## config.mk

```make
export PLATFORM = sky130hd
export DESIGN_NAME = moore_seq_generator_flat
export DESIGN_NICKNAME = d
export VERILOG_FILES = /design/src/rtl/moore_seq_generator_if.sv /design/src/rtl/moore_seq_generator.sv /design/src/flat_wrapper.sv
export SDC_FILE = /design/constraint.sdc
export NUM_CORES = 1
export LEC_CHECK = 0
export CAP_MARGIN = 20
export CORE_AREA = 2 2 66 84
export CTS_CLUSTER_SIZE = 20
export DETAILED_ROUTE_END_ITERATION = 16
export DIE_AREA = 0 0 68 86
export GPL_TIMING_DRIVEN = 0
export REMOVE_ABC_BUFFERS = 1
export SLEW_MARGIN = 15
export SYNTH_ARGS = -nofsm -noshare
export SYNTH_HDL_FRONTEND = slang
export SYNTH_SLANG_ARGS = --single-unit
export TNS_END_PERCENT = 50
```

## constraint.sdc

```tcl
create_clock -name clk -period 3.65 [get_ports clk]
set_clock_uncertainty 0.1 [all_clocks]
set_input_delay 0.73 -clock clk [delete_from_list [all_inputs] [get_ports clk]]
set_output_delay 0.73 -clock clk [all_outputs]
set_load 0.01 [all_outputs]
```

## src/rtl/moore_seq_generator_if.sv

```systemverilog
`default_nettype none
// +--------------------------------------------------------------------------+
// | moore_seq_generator_if                                                   |
// | Control and serial-output bundle of the pattern transmitter.             |
// | Revision: 1.0                                                            |
// +--------------------------------------------------------------------------+
interface moore_seq_generator_if #(
    parameter int CNT_W = 8,
    parameter int GAP_W = 4
);
    logic             start_i;
    logic             stop_i;
    logic [CNT_W-1:0] repeat_cnt_i;
    logic [GAP_W-1:0] gap_i;
    logic             data_o;
    logic             valid_o;
    logic             frame_start_o;
    logic             busy_o;
    logic             done_o;

    modport master (
        output start_i, stop_i, repeat_cnt_i, gap_i,
        input  data_o, valid_o, frame_start_o, busy_o, done_o
    );

    modport slave (
        input  start_i, stop_i, repeat_cnt_i, gap_i,
        output data_o, valid_o, frame_start_o, busy_o, done_o
    );
endinterface
`default_nettype wire

```

## src/rtl/moore_seq_generator.sv

```systemverilog
`default_nettype none
// +--------------------------------------------------------------------------+
// | moore_seq_generator                                                      |
// | Sends PATTERN MSB first for a burst of frames with optional idle gaps.   |
// | Revision: 1.0                                                            |
// +--------------------------------------------------------------------------+
module moore_seq_generator #(
    parameter int                 PAT_W   = 5,
    parameter logic [PAT_W-1:0]   PATTERN = 5'b10011,
    parameter int                 CNT_W   = 8,
    parameter int                 GAP_W   = 4
) (
    input  wire logic                clk,
    input  wire logic                rst_n,
    moore_seq_generator_if.slave     bus
);
    localparam int              BIT_W    = $clog2(PAT_W);
    localparam logic [BIT_W-1:0] LAST_BIT = BIT_W'(PAT_W - 1);

    typedef enum logic [1:0] {
        S_IDLE = 2'd0,
        S_SEND = 2'd1,
        S_GAP  = 2'd2,
        S_DONE = 2'd3
    } state_t;

    state_t             state_q;
    logic [PAT_W-1:0]   shreg_q;
    logic [BIT_W-1:0]   bit_cnt_q;
    logic [CNT_W-1:0]   frame_cnt_q;
    logic [GAP_W-1:0]   gap_cnt_q;
    logic [GAP_W-1:0]   gap_len_q;
    logic               stop_q;
    logic               data_q;
    logic               valid_q;
    logic               frame_start_q;
    logic               busy_q;
    logic               done_q;

    logic               stop_d;
    logic               last_frame_d;

    // A stop arriving on the deciding edge counts just like an earlier one.
    assign stop_d       = stop_q | bus.stop_i;
    assign last_frame_d = (frame_cnt_q == CNT_W'(1));

    always_ff @(posedge clk or negedge rst_n) begin
        if (!rst_n) begin
            state_q       <= S_IDLE;
            shreg_q       <= '0;
            bit_cnt_q     <= '0;
            frame_cnt_q   <= '0;
            gap_cnt_q     <= '0;
            gap_len_q     <= '0;
            stop_q        <= 1'b0;
            data_q        <= 1'b0;
            valid_q       <= 1'b0;
            frame_start_q <= 1'b0;
            busy_q        <= 1'b0;
            done_q        <= 1'b0;
        end else begin
            frame_start_q <= 1'b0;
            done_q        <= 1'b0;
            case (state_q)
                S_IDLE: begin
                    stop_q  <= 1'b0;
                    data_q  <= 1'b0;
                    valid_q <= 1'b0;
                    busy_q  <= 1'b0;
                    if (bus.start_i) begin
                        gap_len_q   <= bus.gap_i;
                        frame_cnt_q <= bus.repeat_cnt_i;
                        if (bus.repeat_cnt_i == '0) begin
                            state_q <= S_DONE;
                            done_q  <= 1'b1;
                        end else begin
                            state_q       <= S_SEND;
                            bit_cnt_q     <= '0;
                            shreg_q       <= {PATTERN[PAT_W-2:0], 1'b0};
                            data_q        <= PATTERN[PAT_W-1];
                            valid_q       <= 1'b1;
                            frame_start_q <= 1'b1;
                            busy_q        <= 1'b1;
                        end
                    end
                end

                S_SEND: begin
                    if (bus.stop_i) stop_q <= 1'b1;
                    if (bit_cnt_q == LAST_BIT) begin
                        if (!last_frame_d && !stop_d) begin
                            frame_cnt_q <= frame_cnt_q - 1'b1;
                            if (gap_len_q != '0) begin
                                state_q   <= S_GAP;
                                gap_cnt_q <= gap_len_q - 1'b1;
                                data_q    <= 1'b0;
                                valid_q   <= 1'b0;
                            end else begin
                                bit_cnt_q     <= '0;
                                shreg_q       <= {PATTERN[PAT_W-2:0], 1'b0};
                                data_q        <= PATTERN[PAT_W-1];
                                frame_start_q <= 1'b1;
                            end
                        end else begin
                            state_q <= S_DONE;
                            data_q  <= 1'b0;
                            valid_q <= 1'b0;
                            busy_q  <= 1'b0;
                            done_q  <= 1'b1;
                        end
                    end else begin
                        bit_cnt_q <= bit_cnt_q + 1'b1;
                        data_q    <= shreg_q[PAT_W-1];
                        shreg_q   <= {shreg_q[PAT_W-2:0], 1'b0};
                    end
                end

                S_GAP: begin
                    if (bus.stop_i) stop_q <= 1'b1;
                    if (stop_d) begin
                        state_q <= S_DONE;
                        busy_q  <= 1'b0;
                        done_q  <= 1'b1;
                    end else if (gap_cnt_q == '0) begin
                        state_q       <= S_SEND;
                        bit_cnt_q     <= '0;
                        shreg_q       <= {PATTERN[PAT_W-2:0], 1'b0};
                        data_q        <= PATTERN[PAT_W-1];
                        valid_q       <= 1'b1;
                        frame_start_q <= 1'b1;
                    end else begin
                        gap_cnt_q <= gap_cnt_q - 1'b1;
                    end
                end

                default: begin
                    state_q <= S_IDLE;
                    stop_q  <= 1'b0;
                    data_q  <= 1'b0;
                    valid_q <= 1'b0;
                    busy_q  <= 1'b0;
                end
            endcase
        end
    end

    assign bus.data_o        = data_q;
    assign bus.valid_o       = valid_q;
    assign bus.frame_start_o = frame_start_q;
    assign bus.busy_o        = busy_q;
    assign bus.done_o        = done_q;
endmodule
`default_nettype wire

```

## src/flat_wrapper.sv

```systemverilog
// flat-port wrapper written by rule: the top's interface ports become plain ports
module moore_seq_generator_flat 
#(
    parameter int                 PAT_W   = 5,
    parameter logic [PAT_W-1:0]   PATTERN = 5'b10011,
    parameter int                 CNT_W   = 8,
    parameter int                 GAP_W   = 4
)
  (clk, rst_n, bus_start_i, bus_stop_i, bus_repeat_cnt_i, bus_gap_i, bus_data_o, bus_valid_o, bus_frame_start_o, bus_busy_o, bus_done_o);
  moore_seq_generator_if #(.CNT_W(CNT_W), .GAP_W(GAP_W)) bus_i ();
  input  wire logic clk;
  input  wire logic rst_n;
  input wire logic [$bits(bus_i.start_i)-1:0] bus_start_i;
  input wire logic [$bits(bus_i.stop_i)-1:0] bus_stop_i;
  input wire logic [$bits(bus_i.repeat_cnt_i)-1:0] bus_repeat_cnt_i;
  input wire logic [$bits(bus_i.gap_i)-1:0] bus_gap_i;
  output wire logic [$bits(bus_i.data_o)-1:0] bus_data_o;
  output wire logic [$bits(bus_i.valid_o)-1:0] bus_valid_o;
  output wire logic [$bits(bus_i.frame_start_o)-1:0] bus_frame_start_o;
  output wire logic [$bits(bus_i.busy_o)-1:0] bus_busy_o;
  output wire logic [$bits(bus_i.done_o)-1:0] bus_done_o;
  assign bus_i.start_i = bus_start_i;
  assign bus_i.stop_i = bus_stop_i;
  assign bus_i.repeat_cnt_i = bus_repeat_cnt_i;
  assign bus_i.gap_i = bus_gap_i;
  assign bus_data_o = bus_i.data_o;
  assign bus_valid_o = bus_i.valid_o;
  assign bus_frame_start_o = bus_i.frame_start_o;
  assign bus_busy_o = bus_i.busy_o;
  assign bus_done_o = bus_i.done_o;
  moore_seq_generator #(.PAT_W(PAT_W), .PATTERN(PATTERN), .CNT_W(CNT_W), .GAP_W(GAP_W)) u_core (.clk(clk), .rst_n(rst_n), .bus(bus_i));
endmodule
```

==> results.toml <==
[cts]
postCtsSetupBuffers = 0
post_cts_resize_count = 0
cts_buffer_depth = 2
cts_tree = "yes"
holdBufCountCts = 0
tritoncts_buffer_count = 5
clkSinkCount = 31
clock_pin_slew_of_the_registers_on_the_worst_case_setup_and_hold_paths_ns = 0.07
worst_skew_pair.late_latency_ns = 0.29
cts.root.buffer_cell = "sky130_fd_sc_hd__clkbuf_8"
ctsHtreeMaxLevel = 2

[drt]
initial_drc_count = 97
antenna_violating_nets_post_route = 0
drt_first_pass_iters = 4
avgViaCountPerCell = 5.90
drcViolationCount = 0
routed_wl_um = 4650
avgRoutedWirePerCell_um = 16.2
dr_total_vias = 1692

[grt]
grt_antenna_before_repair = 0
groute.usage.overall_pct = 17.9
globalRoute.totalOverflow = 0
grt_max_degree = 32
grt_first_pass_wirelength_um = 7820
first_global_vias = 1640

[setup_path]
worstPathCellList = "clkdlybuf4s50_1 -> nor2_1 -> o21ai_2 -> a21oi_1 -> a22oi_1"
worst_ep_arrival_time_ns = 2.64
maximum_fanout_encountered_on_the_critical_timing_path = 8
critical_path_buffer_and_inverter_count = 1
cpLargestDelayFamily = "compound AO/OA/AOI/OAI gates"
worstSetupEndpointType = "flip-flop"
max_stage_delay_ns = 0.56
launching_element_type_of_the_critical_path = "input port"
setup.worst_path.class = "input port to flip-flop"
required_ns = 3.69
crit_path_top_delay_cell = "sky130_fd_sc_hd__nor2_1"
ff2ff_setup_slack_ns = 1.07

[cells_and_area]
fill_cells = 511
multiInputGateArea_sq_um = 1120
antenna-diode-count = 0
finish.net_count = 250
register_area_sq_um = 776
drive_above_1_share_pct = 11.1
areaGrowthSynthToFinish_pct = 17.0

[job]
drv.max_cap_violation_count = 0

[place]
io_buffer_count = 20
hpwl_um = 3350
gp_routability_congestion = 0.808

[sta]
max-slew-margin-rel_pct = 53.1
timing.fmax_mhz = 385
timing.hold.ws_ns = 0.391
max_slew.worst_pin.slew_ns = 0.704
rsz0062_at_grt = "no"
period_share_pct = 71.2
hold_violations = 0
timing.final.max_slew_violations = 0
period_needed_ns = 2.60
setup-tns-final_ns = 0
setup_viol = 0

[pwr]
sequentialPowerShare_pct = 31.9
ir_drop_mv = 0.345
p_per_area_nw_per_um2 = 875
clockPowerShare_pct = 12.9
internal-power_uw = 1140
netSwitchingPower_uw = 886
power.leakage_uw = 0.000935
power.share.combinational_pct = 55.1
power.switching_fraction_pct = 43.7

[synthesis]
synthesized_instance_count = 204
yosys_warnings = 0
syn_avg_cell_area_sq_um = 9.72
synth_ff_type = "sky130_fd_sc_hd__dfrtp_1"
synth_largest_area_cell = "sky130_fd_sc_hd__dfrtp_1"
most_used_standard_cell_by_instance_count_after_synthesis = "sky130_fd_sc_hd__dfrtp_1"
synth.distinct_cells = 60
synthTopCellsByCount = "sky130_fd_sc_hd__dfrtp_1, sky130_fd_sc_hd__inv_1, sky130_fd_sc_hd__a21oi_1"
part_of_the_yosys_area_used_for_sequential_elements_pct = 39.1
synth.top_cell.area_share_pct = 39.1
syn-cell-area_sq_um = 1980
postSynthRegisterBits = 31
edff_count_synth = 0
synth-async-reset-ratio_pct = 100
synth_top_cells_by_area = "sky130_fd_sc_hd__dfrtp_1, sky130_fd_sc_hd__ha_1, sky130_fd_sc_hd__mux2i_1, sky130_fd_sc_hd__mux2_2, sky130_fd_sc_hd__a21oi_1"

[floorplanning]
floorplan.io_pins = 21
die_area_sq_um = 5850
floorplan.core_area_sq_um = 5010
die_w_um = 68
start_util_pct = 39.6
vertical_die_dimension_um = 86
std_cell_rows = 29

[worst_hold_path]
min_path_type = "input port to asynchronous set/reset pin"

[outcome]
run_status = "finished, final reports clean"
-- metal layers --
layer  part of all wire [%]  GRT usage, %  up-vias
met1                     44          23.3      827
met3                    4.6          4.33       10
met5                      0             0        -
met2                     49          27.8       37
li1                       -             -      818
met4                    2.1          7.64        0
-- kinds of logic (layout without fill, tap and decap cells) --
group,Yosys count,count (layout),synth area share (%)
buf+inv,23,44,4.42
xor+xnor,2,2,0.883
simple gates,57,57,16.3
flops,31,31,39.1
fa+ha+maj,10,10,6.31
compound gates,67,67,25.5
mux,14,14,7.51
-- layout by cell type, fill, tap and decap left out, types with 3 or more instances in the layout --
| cell type | instances |
|---|---|
| sky130_fd_sc_hd__dfrtp_1 | 31 |
| sky130_fd_sc_hd__clkdlybuf4s50_1 | 19 |
| sky130_fd_sc_hd__inv_1 | 14 |
| sky130_fd_sc_hd__a21oi_1 | 11 |
| sky130_fd_sc_hd__nor2_1 | 10 |
| sky130_fd_sc_hd__nand2_1 | 10 |
| sky130_fd_sc_hd__ha_1 | 10 |
| sky130_fd_sc_hd__o21ai_0 | 8 |
| sky130_fd_sc_hd__a31oi_1 | 7 |
| sky130_fd_sc_hd__mux2i_1 | 7 |
| sky130_fd_sc_hd__mux2_2 | 6 |
| sky130_fd_sc_hd__a211oi_1 | 6 |
| sky130_fd_sc_hd__nor3_1 | 5 |
| sky130_fd_sc_hd__a2bb2oi_1 | 5 |
| sky130_fd_sc_hd__clkbuf_8 | 5 |
| sky130_fd_sc_hd__nor4_1 | 4 |
| sky130_fd_sc_hd__nand4_1 | 3 |
| sky130_fd_sc_hd__nor2b_1 | 3 |
| sky130_fd_sc_hd__nand3_1 | 3 |
| sky130_fd_sc_hd__o22ai_1 | 3 |
| sky130_fd_sc_hd__nand2b_1 | 3 |
| sky130_fd_sc_hd__o211ai_1 | 3 |
-- state kept, by name, indices dropped and copies added (netlist names) --
signal / count
u_core.bus.busy_o: 1
u_core.bus.data_o: 1
u_core.gap_len_q: 4
u_core.bus.valid_o: 1
u_core.bit_cnt_q: 3
u_core.bus.frame_start_o: 1
u_core.stop_q: 1
u_core.frame_cnt_q: 8
u_core.bus.done_o: 1
u_core.state_q: 2
u_core.shreg_q: 4
u_core.gap_cnt_q: 4
-- final cells by class --
type	instances	area share, %
Tap cell	62	3.34
Inverter	15	2.43
Multi-Input combinational cell	150	48.2
Timing Repair Buffer	21	9.06
Clock inverter	1	0.216
Sequential cell	31	33.4
Clock buffer	7	3.29
-- path summary, 6_finish.rpt --
path,from,end,depth (start not counted)
min reg2reg,u_core.shreg_q[1],u_core.shreg_q[1],1
min in group clk,u_core.shreg_q[1],u_core.shreg_q[1],1
max in group asynchronous,rst_n,u_core.gap_cnt_q[1],1
max reg2reg,u_core.state_q[1],u_core.frame_cnt_q[6],7
max,bus_stop_i,u_core.frame_cnt_q[6],5
min,rst_n,u_core.frame_cnt_q[1],1
-- power groups by stage --
stage	Sequential [uW]	Combinational, uW	Clock [uW]
6_report	648	1120	262
5_1_grt	675	1280	291
4_1_cts	646	1130	272
3_5_place_dp	652	1120	0
3_3_place_gp	649	1090	0
2_1_floorplan	628	830	0
-- stage by stage --
stage,worst slack [ns],std cells,utilization (%),area [sq um],total power [uW]
finish,1.05,287,46.4,2320,2030
global route,0.871,287,46.4,2320,2240
CTS,1.05,287,46.4,2320,2040
detailed placement,0.774,279,44.7,2240,1770
global placement,0.635,278,44.5,2230,1740
floorplan,1.30,196,-,1950,1460
(Power assumes the default switching activity.)
